`config.mk`:
```
export PLATFORM = sky130hd
export DESIGN_NAME = cnn_layer_accel_job_sched_flat
export DESIGN_NICKNAME = d
export VERILOG_FILES = /design/src/rtl/cnn_layer_accel_job_sched_if.sv /design/src/rtl/cnn_layer_accel_job_sched.sv /design/src/flat_wrapper.sv
export SDC_FILE = /design/constraint.sdc
export NUM_CORES = 1
export LEC_CHECK = 0
export ABC_AREA = 1
export CAP_MARGIN = 25
export CELL_PAD_IN_SITES_DETAIL_PLACEMENT = 0
export CELL_PAD_IN_SITES_GLOBAL_PLACEMENT = 1
export CORE_MARGIN = 3
export CORE_UTILIZATION = 31
export DETAILED_ROUTE_END_ITERATION = 10
export PLACE_DENSITY = 0.66
export SETUP_SLACK_MARGIN = 0.2
export SYNTH_ARGS = -nofsm -noshare
export SYNTH_HDL_FRONTEND = slang
export SYNTH_SLANG_ARGS = --single-unit
```
`constraint.sdc`:
```
create_clock -name clk_if -period 7.8 [get_ports clk_if]
set_input_delay 1.56 -clock clk_if [delete_from_list [all_inputs] [get_ports clk_if]]
set_output_delay 1.56 -clock clk_if [all_outputs]
set_load 0.02 [all_outputs]
```
`src/rtl/cnn_layer_accel_job_sched_if.sv`:
```
// Host descriptor and quad job handshake bundle for the layer job scheduler.
// master drives the requests (host/quad side), slave is the scheduler.
interface cnn_layer_accel_job_sched_if;
  logic         desc_valid;
  logic         desc_ready;
  logic [127:0] desc_data;
  logic         job_start;
  logic         job_accept;
  logic [127:0] job_parameters;
  logic         job_fetch_request;
  logic         job_fetch_ack;
  logic         job_fetch_complete;
  logic         job_complete;
  logic         job_complete_ack;

  modport master (
    output desc_valid, desc_data,
    output job_accept, job_fetch_request,
    output job_fetch_complete, job_complete,
    input  desc_ready, job_start, job_parameters,
    input  job_fetch_ack, job_complete_ack
  );

  modport slave (
    input  desc_valid, desc_data,
    input  job_accept, job_fetch_request,
    input  job_fetch_complete, job_complete,
    output desc_ready, job_start, job_parameters,
    output job_fetch_ack, job_complete_ack
  );
endinterface

```
`src/rtl/cnn_layer_accel_job_sched.sv`:
```
// Job scheduler: descriptor FIFO feeding a START/FETCH/RUN/ACK handshake
// sequencer toward one quad, with per-state watchdog and done counter.
module cnn_layer_accel_job_sched #(
  parameter int C_FIFO_DEPTH = 4,
  parameter int C_TIMEOUT    = 4095
) (
  input  logic        clk_if,
  input  logic        rst_n,
  cnn_layer_accel_job_sched_if.slave bus,
  output logic        busy,
  output logic [15:0] done_count,
  output logic        timeout_err,
  input  logic        err_clr
);

  localparam int AW = $clog2(C_FIFO_DEPTH);
  localparam int WW = $clog2(C_TIMEOUT + 1);

  localparam logic [2:0] S_IDLE  = 3'd0;
  localparam logic [2:0] S_START = 3'd1;
  localparam logic [2:0] S_FETCH = 3'd2;
  localparam logic [2:0] S_RUN   = 3'd3;
  localparam logic [2:0] S_ACK   = 3'd4;

  logic [127:0]  mem [C_FIFO_DEPTH];
  logic [AW-1:0] wr_ptr;
  logic [AW-1:0] rd_ptr;
  logic [AW:0]   count;
  logic [AW:0]   count_nxt;
  logic          ready_q;
  logic [2:0]    state;
  logic [2:0]    state_nxt;
  logic [WW-1:0] wd;
  logic          tmo;
  logic          push;
  logic          pop;
  logic          ack_q;
  logic          acked;
  logic          done_inc;
  logic [15:0]   done_q;
  logic          err_q;

  assign push = bus.desc_valid & ready_q;
  assign tmo  = (state != S_IDLE) && (wd == WW'(C_TIMEOUT - 1));
  // A stuck START is dropped on timeout rather than retried.
  assign pop  = (state == S_START) && (bus.job_accept || tmo);

  assign count_nxt = count + {{AW{1'b0}}, push}
                           - {{AW{1'b0}}, pop};

  always_comb begin
    state_nxt = state;
    done_inc  = 1'b0;
    if (tmo) begin
      state_nxt = S_IDLE;
    end else begin
      unique case (1'b1)
        state == S_IDLE:
          if (count != '0) state_nxt = S_START;
        state == S_START:
          if (bus.job_accept) state_nxt = S_FETCH;
        state == S_FETCH:
          if (bus.job_fetch_complete && (acked || ack_q))
            state_nxt = S_RUN;
        state == S_RUN:
          if (bus.job_complete) state_nxt = S_ACK;
        state == S_ACK:
          if (!bus.job_complete) begin
            state_nxt = S_IDLE;
            done_inc  = 1'b1;
          end
        default: state_nxt = S_IDLE;
      endcase
    end
  end

  always_ff @(posedge clk_if or negedge rst_n) begin
    if (!rst_n) begin
      state   <= S_IDLE;
      wd      <= '0;
      ack_q   <= 1'b0;
      acked   <= 1'b0;
      count   <= '0;
      ready_q <= 1'b0;
      wr_ptr  <= '0;
      rd_ptr  <= '0;
      done_q  <= '0;
      err_q   <= 1'b0;
    end else begin
      state <= state_nxt;
      if (state_nxt != state || state_nxt == S_IDLE)
        wd <= '0;
      else
        wd <= wd + 1'b1;
      // One grant per job: blocked while pulsing and once pulsed.
      ack_q <= (state == S_FETCH) && bus.job_fetch_request
               && !acked && !ack_q && !tmo;
      acked <= (state == S_FETCH) && (acked || ack_q);
      count   <= count_nxt;
      ready_q <= (count_nxt != (AW+1)'(C_FIFO_DEPTH));
      if (push) wr_ptr <= wr_ptr + 1'b1;
      if (pop)  rd_ptr <= rd_ptr + 1'b1;
      done_q <= done_q + {15'd0, done_inc};
      if (tmo)
        err_q <= 1'b1;
      else if (err_clr)
        err_q <= 1'b0;
    end
  end

  always_ff @(posedge clk_if) begin
    if (push) mem[wr_ptr] <= bus.desc_data;
  end

  assign bus.desc_ready       = ready_q;
  assign bus.job_start        = (state == S_START);
  assign bus.job_parameters   = (state == S_START) ? mem[rd_ptr] : '0;
  assign bus.job_fetch_ack    = ack_q;
  assign bus.job_complete_ack = (state == S_ACK);

  assign busy        = (state != S_IDLE) || (count != '0);
  assign done_count  = done_q;
  assign timeout_err = err_q;

endmodule

```
`src/flat_wrapper.sv`:
```
// flat-port wrapper written by rule: the top's interface ports become plain ports
module cnn_layer_accel_job_sched_flat 
#(
  parameter int C_FIFO_DEPTH = 4,
  parameter int C_TIMEOUT    = 4095
)
  (clk_if, rst_n, busy, done_count, timeout_err, err_clr, bus_desc_valid, bus_desc_data, bus_job_accept, bus_job_fetch_request, bus_job_fetch_complete, bus_job_complete, bus_desc_ready, bus_job_start, bus_job_parameters, bus_job_fetch_ack, bus_job_complete_ack);
  cnn_layer_accel_job_sched_if bus_i ();
  input  logic clk_if;
  input  logic rst_n;
  output logic busy;
  output logic [15:0] done_count;
  output logic timeout_err;
  input  logic err_clr;
  input wire logic [$bits(bus_i.desc_valid)-1:0] bus_desc_valid;
  input wire logic [$bits(bus_i.desc_data)-1:0] bus_desc_data;
  input wire logic [$bits(bus_i.job_accept)-1:0] bus_job_accept;
  input wire logic [$bits(bus_i.job_fetch_request)-1:0] bus_job_fetch_request;
  input wire logic [$bits(bus_i.job_fetch_complete)-1:0] bus_job_fetch_complete;
  input wire logic [$bits(bus_i.job_complete)-1:0] bus_job_complete;
  output wire logic [$bits(bus_i.desc_ready)-1:0] bus_desc_ready;
  output wire logic [$bits(bus_i.job_start)-1:0] bus_job_start;
  output wire logic [$bits(bus_i.job_parameters)-1:0] bus_job_parameters;
  output wire logic [$bits(bus_i.job_fetch_ack)-1:0] bus_job_fetch_ack;
  output wire logic [$bits(bus_i.job_complete_ack)-1:0] bus_job_complete_ack;
  assign bus_i.desc_valid = bus_desc_valid;
  assign bus_i.desc_data = bus_desc_data;
  assign bus_i.job_accept = bus_job_accept;
  assign bus_i.job_fetch_request = bus_job_fetch_request;
  assign bus_i.job_fetch_complete = bus_job_fetch_complete;
  assign bus_i.job_complete = bus_job_complete;
  assign bus_desc_ready = bus_i.desc_ready;
  assign bus_job_start = bus_i.job_start;
  assign bus_job_parameters = bus_i.job_parameters;
  assign bus_job_fetch_ack = bus_i.job_fetch_ack;
  assign bus_job_complete_ack = bus_i.job_complete_ack;
  cnn_layer_accel_job_sched #(.C_FIFO_DEPTH(C_FIFO_DEPTH), .C_TIMEOUT(C_TIMEOUT)) u_core (.clk_if(clk_if), .rst_n(rst_n), .bus(bus_i), .busy(busy), .done_count(done_count), .timeout_err(timeout_err), .err_clr(err_clr));
endmodule
```
==> run summary, run 1 <==
The max-slew headroom at the worst pin was 0.321. The global-route wire length before repair was 83000 microns. Setup violations remaining at the end of the flow were counted as 0. The combined buffer and inverter count along the critical path was 3; the number of H-tree branching levels was 2.

The complex-gate fraction of the synthesized area is 0.0906, and the number of clock sinks is 554. The post-CTS setup-driven buffer insertion count is 0, and the area of the multi-input gates is 4860 sq um. The synthesized-area fraction occupied by xor and xnor cells is 0.0104, and the count of cells resized by post-cts repair is 0.

For the endpoint required time on the critical path, the log shows 6.24 ns. The proportion of register bits with asynchronous set or reset after synthesis is 0.0758, and the number of hold violations in the final report is 0. After detailed routing, the total wire length is 54300 microns.

The final critical-path required period works out to 5.55 ns. Counting every instance in the synthesized netlist gives 1750. In the synthesized netlist the dominant register cell turns out to be sky130_fd_sc_hd__edfxtp_1.

The post-route clock skew was 0.0178 ns; the initial standard-cell utilization of the core was 0.315. For the worst-skew pair, the clock arrives at the later sink with an insertion delay of 0.61 ns. The logs give 0 for the leftover overflow at the end of global routing and 0 ns for the setup TNS.

The post-detailed-route count of antenna-violating nets was 0; the maximum vdd drop was 0.192 mV. Clock-pin slew reported for the worst setup and hold paths after clock tree synthesis: 0.06 ns. The number of antenna violations at the first check in global routing was 4; the number of buffers inserted during clock tree synthesis was 61. From bottom edge to top edge, the die measures 271 microns. The area of the core was 69200 sq um. Number of placed I/O pins: 286. The multiplexer area fraction after synthesis came out at 0. The cts-stage hold buffer count is 0, and the horizontal die dimension is 271 microns. The proportion of layout cells with a drive suffix above 1 is 0.0716.

The category of cells accounting for the largest share of critical-path delay is buffers and inverters. In the final routed layout, each cell accounts on average for 18.1 microns. The tree is rooted in a sky130_fd_sc_hd__clkbuf_16.

The number of enable flip-flop cells after synthesis works out to 512. The nature of the critical path endpoint is an output port. The run gives 96 as the cell row count. In the routed design, unresolved DRC markers number 0. The data arrival time of the critical path came out at 3.99 ns. The area growth from synthesis to layout is 26.9%, and the number of DRC markers in iteration 0 is 762. The logs give 28 for the distinct cell type count after synthesis and 2.85 ns for the worst slack at placement. The first TritonRoute pass finished after 6 iterations. Setup repair after global routing left no endpoint under its margin. The overall track demand over capacity in global routing came out at 0.144. Power comes to 10.6 mW. The sequential cell area in the final layout is 16400 sq um. The slowest stage of the critical path is the sky130_fd_sc_hd__inv_6 cell.

Based on the critical path, the design can be clocked at up to 180 MHz. Setup slack closes at 2.25 ns. The number of global-route vias before repair is 14000.

After synthesis, the largest family of logic cells by area is simple AND/OR/NAND/NOR gates. At the end of routability-driven placement, the weighted congestion stood at 0.731. Total half-perimeter wirelength after legalization and detailed placement: 29400 microns. The worst hold path begins at u_core.done_count[15]. On the worst path, the slowest cell contributes a delay of 0.84 ns.

After synthesis the cells add up to 21800 sq um. At the end of the flow, the number of nets in the layout was 2162. The final route contains 14000 vias. After filler insertion, the fill cell instance count of the layout stands at 6480.

No sink is reached through more buffers than the 3 on the longest clock path. The signal on the critical path passes through inv_6 -> buf_12 -> o21ai_0 -> a21oi_1 -> clkdlybuf4s50_1. The kind of start point of the critical path was a register. The run gives 0.753 as the portion of the post-synthesis area used by sequential elements.

Entering global routing, the biggest net connects 142 pins. For the pin with the worst max-slew slack, the measured transition is 1.02 ns. Port buffering added 285 buffers. The synthesized design contains 554 register bits. The final period utilization was 0.712; the power density over cell area was 383 nW/um^2.

The number of nets handed over by synthesis was 1897. The commonest cells after synthesis are sky130_fd_sc_hd__nor2_1 (545), sky130_fd_sc_hd__edfxtp_1 (512), sky130_fd_sc_hd__o21ai_0 (253), sky130_fd_sc_hd__a21oi_1 (131), sky130_fd_sc_hd__clkbuf_1 (60). sky130_fd_sc_hd__nor2_1 is the most common cell in the netlist. The worst setup path is of the register to output port kind.

The number of violations of the max-capacitance limit is 0. After synthesis, the cell types taking the most area are sky130_fd_sc_hd__edfxtp_1 (70%), sky130_fd_sc_hd__nor2_1 (9.4%), sky130_fd_sc_hd__o21ai_0 (5.8%), sky130_fd_sc_hd__dfrtp_1 (4.8%), sky130_fd_sc_hd__a21oi_1 (3.0%). Post-synthesis share of cell area spent on full adders, half adders and majority gates: 0.00665. The run finished with clean final reports.

Along the worst path, the maximum fanout reaches 141. The critical path starts at u_core.rd_ptr[0]. The largest total area in the synthesized netlist belongs to sky130_fd_sc_hd__edfxtp_1. The leakage power is 9.33 nW. The number of max-slew violations in the final report came out at 0.

TritonCTS built the clock tree. In this run the critical register-to-register path is launched from u_core.state[1]. The simple-gate share of the synthesized area is 0.114, and the area of the die is 73600 sq um. During synthesis, Yosys emitted a total of 0 warnings.

The area share of the largest cell type after synthesis works out to 0.705. Dividing the detail-routed via count by the number of cells gives 4.65. The average cell area after synthesis was 12.5 sq um.

The class of the worst hold path is register to register.
-- power breakdown --
| part | internal, mW | leakage, nW | total [mW] | switching (mW) |
|---|---|---|---|---|
| Clock | 1.67 | 0.974 | 2.82 | 1.16 |
| Sequential | 3.84 | 5.24 | 4.05 | 0.210 |
| Combinational | 1.26 | 3.12 | 3.73 | 2.47 |
-- layout make-up --
cell class                 instances  share of cell area
sequential                       554               0.594
multi-input combinational       1058               0.176
timing repair buffer             302               0.110
clock buffer                      73              0.0579
tap                              931              0.0421
clock inverter                    43              0.0149
inverter                          38             0.00542
antenna                            3            0.000271
-- cell families (layout without fill, tap and decap cells) --
| group | after synthesis | count (layout) |
|---|---|---|
| adder cells (fa/ha/maj) | 11 | 11 |
| XOR/XNOR | 26 | 26 |
| AND/OR/NAND/NOR | 628 | 628 |
| flip-flops | 554 | 554 |
| AO/OA/AOI/OAI | 393 | 393 |
| buffers and inverters | 138 | 456 |
| other | 0 | 3 |
-- stage by stage --
step | instance area (sq um) | std cells | hold WS, ns | util
5_1_grt | 27700 | 3002 | 0.522 | 0.400
2_1_floorplan | 21800 | 1750 | 0.450 | -
6_report | 27700 | 3002 | 0.494 | 0.400
3_5_place_dp | 25600 | 2881 | 0.492 | 0.370
4_1_cts | 27600 | 2997 | 0.500 | 0.399
3_3_place_gp | 25600 | 2881 | 0.467 | 0.370
-- layout by cell type, fill, tap and decap left out, types with 14 or more instances in the layout --
master	n
sky130_fd_sc_hd__inv_1	33
sky130_fd_sc_hd__nand2_1	38
sky130_fd_sc_hd__clkinv_2	16
sky130_fd_sc_hd__xor2_1	18
sky130_fd_sc_hd__nand3_1	14
sky130_fd_sc_hd__clkdlybuf4s50_1	284
sky130_fd_sc_hd__edfxtp_1	512
sky130_fd_sc_hd__dfrtp_1	40
sky130_fd_sc_hd__a21oi_1	131
sky130_fd_sc_hd__clkbuf_16	62
sky130_fd_sc_hd__nor2_1	541
sky130_fd_sc_hd__o21ai_0	253
-- sequential cells by signal (all words and copies together), names as in the netlist --
signal	count
u_core.mem	512
u_core.done_count	16
u_core.wd	12
u_core.count	3
u_core.state	3
u_core.rd_ptr	2
u_core.wr_ptr	2
u_core.acked	1
u_core.bus.desc_ready	1
u_core.bus.job_fetch_ack	1
u_core.timeout_err	1
-- path summary, 6_finish.rpt --
| kind | depth (start not counted) | endpoint | slack (ns) |
|---|---|---|---|
| min in group asynchronous | 1 | u_core.done_count[7] | 0.90 |
| worst max-delay path | 5 | bus_job_parameters[111] | 2.25 |
| worst max register to register | 12 | u_core.bus.desc_ready | 4.53 |
| worst min-delay path | 1 | u_core.done_count[15] | 0.49 |
| max in group asynchronous | 2 | u_core.rd_ptr[1] | 6.39 |
| worst min register to register | 1 | u_core.done_count[15] | 0.49 |
-- worst reg2reg max path, delay by kind of cell, from the launching register on --
kind / cells / cell delay, ns
DFF: 1 / 0.47
and+or+nand+nor: 4 / 0.77
buffers and inverters: 3 / 0.72
adders and majority gates: 3 / 0.91
AOI/OAI and AO/OA: 1 / 0.09
xor gates and xnor gates: 1 / 0.20
-- per-layer routing --
layer  routed length, microns  global-route usage
met1                    22800               0.177
met2                    27700               0.258
met3                     2550              0.0256
met4                     1260              0.0441
met5                       13                   0
No activity file was read; power rests on OpenSTA's default activity.
==> inputs of run 2 (changes only) <==
Clock period 7.8 ns to 5.3 ns, I/O delays scaled along.
==> run summary, run 2 (synthesized netlist as in run 1, its figures left out) <==
The run finished with clean final reports. The area growth from synthesis to layout was 27.4% (was 26.9%); the number of H-tree branching levels was 2 (unchanged). Number of clock sinks: 554 (unchanged). The proportion of layout cells with a drive suffix above 1 came out at 0.0705 (was 0.0716). The power density over cell area is 565 nW/um^2 (was 383 nW/um^2), and the global-route wire length before repair is 85100 microns (was 83000 microns). The number of placed cells counting well taps came out at 2890 (was 2881). For the initial standard-cell utilization of the core, the log shows 0.315 (unchanged). The run gives 0.358 (was 0.351) as the combinational cell fraction of total power. For the clock latency of the later-clocked register in the worst-skew pair, the log shows 0.62 ns (was 0.61 ns). The horizontal die dimension came out at 271 microns (unchanged). The number of buffers inserted during clock tree synthesis is 59 (was 61), and the depth of the worst register-to-register path is 11 (was 12). End of the worst register-to-register path: u_core.bus.desc_ready (unchanged). Nature of the critical path endpoint: an output port (unchanged).

The tools report the endpoint required time on the critical path as 4.24 ns (was 6.24 ns). The tools report the root buffer cell as sky130_fd_sc_hd__clkbuf_16 (unchanged). For the post-detailed-route count of antenna-violating nets, the log shows 0 (unchanged). For the area of the core, the log shows 69200 sq um (unchanged).

TritonCTS built the clock tree. The area of the multi-input gates is 4860 sq um (unchanged), and the number of hold violations in the final report is 0 (unchanged). The run gives 0.279 mV (was 0.192 mV) as the maximum vdd drop. The clock-pin slew reported for the worst setup and hold paths after clock tree synthesis came out at 0.06 ns (about the same). The kind of start point of the critical path was a register (unchanged).

The category of the critical setup timing path is register to output port (unchanged). The run gives 14100 (was 14000) as the vias after detailed routing. The number of global-route vias before repair is 14200 (was 14000), and the leakage power is 9.37 nW (was 9.33 nW). The peak fanout along the critical path was 144 (was 141); the switching portion of total power was 0.359 (was 0.361). Static timing analysis puts the maximum clock frequency at 220 MHz. The count of final setup violators is 0 (unchanged), and the cts-stage hold buffer count is 0 (unchanged). The logs give 0.190 (was 0.177) for the met1 usage in global routing and 0.355 (was 0.321) for the max-slew headroom at the worst pin. The run gives 0.260 (was 0.258) as the met2 capacity usage during global routing. The number of remaining DRC errors is 0 (unchanged), and the count of non-filler cells in the finished layout is 3004 (was 3002). Number of violations of the max-capacitance limit: 0 (unchanged).

The die boundary height was 271 microns (unchanged). The total net switching power was 5.64 mW (was 3.83 mW). Most common library cell in the layout ignoring fill and taps: sky130_fd_sc_hd__nor2_1 (unchanged).

For the count of cells resized by post-cts repair, the log shows 0 (unchanged). The slowest library cell on the worst path is sky130_fd_sc_hd__dfrtp_4 (was sky130_fd_sc_hd__inv_6). The area of the die is 73600 sq um (unchanged).

The number of max-slew violations in the final report came out at 0 (unchanged). For the number of placed I/O pins, the log shows 286 (unchanged). The largest net degree at the start of global routing came out at 145 (was 142). The met3 routing resource usage after global routing is 0.0258 (was 0.0256), and the proportion of power drawn by flip-flops and latches is 0.377 (was 0.382). Class of the worst hold path: input port to asynchronous set/reset pin (was register to register). The final period utilization was 0.858; the number of port buffers was 285 (unchanged). The maximum number of buffers from clock root to sink was 3 (unchanged). Number of flip-flops under the largest register name: 512 (unchanged). The post-CTS setup-driven buffer insertion count came out at 0 (unchanged). The setup TNS came out at 0 ns (unchanged).

The logs give 5 (was 6) for the first-pass iteration count of the detailed router and 10.1 mW (was 6.77 mW) for the cell-internal power. The tools report the total routed wirelength as 55300 microns (was 54300 microns). The worst flop-to-flop path startpoint was u_core.state[1] (unchanged). The run gives 5 (was 4) as the number of antenna violations at the first check in global routing. The number of DRC markers in iteration 0 came out at 942 (was 762).

The number of filler cells placed in the layout came out at 6485 (was 6480). Fraction of power consumed by the clock network: 0.264 (was 0.266). The overall track demand over capacity in global routing came out at 0.148 (was 0.144).

Ordered cell list for the critical path: buf_12 -> nor2_1 -> nor2_1 -> o21ai_0 -> a21oi_1 -> clkdlybuf4s50_1 (was inv_6 -> buf_12 -> o21ai_0 -> a21oi_1 -> clkdlybuf4s50_1). The reg-to-reg setup timing slack came out at 2.35 ns (was 4.53 ns). The logs give 96 (unchanged) for the cell row count and 2168 (was 2162) for the post-layout net count.

Setup repair after global routing left no endpoint under its margin. Via density per instance: 4.68 (was 4.65). Cell type with the highest occurrence count on the critical path: sky130_fd_sc_hd__nor2_1. The category of cells accounting for the largest share of critical-path delay was buffers and inverters (unchanged).

The final critical-path required period works out to 4.55 ns. Most frequent cells in the layout: sky130_fd_sc_hd__nor2_1 (541), sky130_fd_sc_hd__edfxtp_1 (512), sky130_fd_sc_hd__clkdlybuf4s50_1 (284), sky130_fd_sc_hd__o21ai_0 (253), sky130_fd_sc_hd__a21oi_1 (131) (unchanged). The tools report the leftover overflow at the end of global routing as 0 (unchanged). The total half-perimeter wirelength after legalization and detailed placement was 30900 microns (was 29400 microns); the maximum cell stage delay along the critical path was 0.90 ns (was 0.84 ns).

The tools report the post-route clock skew as 0.0199 ns (was 0.0178 ns). The layer with the highest usage is met2 (unchanged). Data arrival time of the critical path: 3.49 ns (was 3.99 ns). Sequential cell area in the final layout: 16400 sq um (unchanged).

The final weighted congestion in routability-driven placement was 0.780 (was 0.731). Transition at the pin with the smallest max-transition slack: 0.968 ns (was 1.02 ns). Register name with the most flops: u_core.mem (unchanged). The per-cell routed wire length is 18.4 microns (was 18.1 microns), and the combined buffer and inverter count along the critical path is 2 (was 3).
[run 2: cell count changes in the layout (fill, tap and decap cells not counted), sizes merged]
cell      previous run  this run
buf                 18        26
clkinv              28        19
inv                 40        41
clkbuf              73        74
bufinv               6         8
clkinvlp             7         6
[run 2: worst max-delay path by stage]
stage,start,end,slack [ns],cells after the start
finish,u_core.rd_ptr[0],bus_job_parameters[31],0.75,6
global route,u_core.rd_ptr[0],bus_job_parameters[74],0.49,6
CTS,u_core.rd_ptr[0],bus_job_parameters[76],0.67,5
detailed placement,u_core.rd_ptr[0],bus_job_parameters[76],1.35,5
global placement,u_core.rd_ptr[0],bus_job_parameters[76],1.39,5
floorplan,bus_desc_valid,u_core.mem[0][0],-1.84,2
[run 2: area by class of cell]
type	instances	area share
diodes	3	0.000270
clock buffers	74	0.0559
clock inverters	36	0.0154
inverters	38	0.00540
multi-input cells	1058	0.175
flip-flops and latches	554	0.591
well taps	931	0.0419
repair buffers	310	0.115
[run 2: power by group through the flow]
stage	Clock, mW	Sequential, mW	Combinational, mW
CTS	4.28	5.93	5.78
global placement	0	5.99	5.71
floorplan	0	6.04	3.38
global route	4.48	5.99	6.24
detailed placement	0	6.02	5.76
finish	4.15	5.92	5.62
[run 2: metal layers]
layer	wire length, microns	part of all wire	up-vias
li1	-	-	6699
met3	2600	0.047	67
met5	9	0.00016	-
met4	951	0.017	2
met2	28000	0.51	325
met1	23700	0.43	6959
[run 2: stage by stage]
step	power, mW	hold WS [ns]	cell area [sq um]	worst slack [ns]	utilization
after global routing	16.7	0.379	27800	0.492	0.402
final	15.7	0.396	27800	0.755	0.402
after CTS	16.0	0.480	27800	0.672	0.401
after detailed placement	11.8	0.469	25800	1.35	0.373
after global placement	11.7	0.469	25800	1.39	0.373
after floorplan	9.42	0.450	21800	-1.84	-
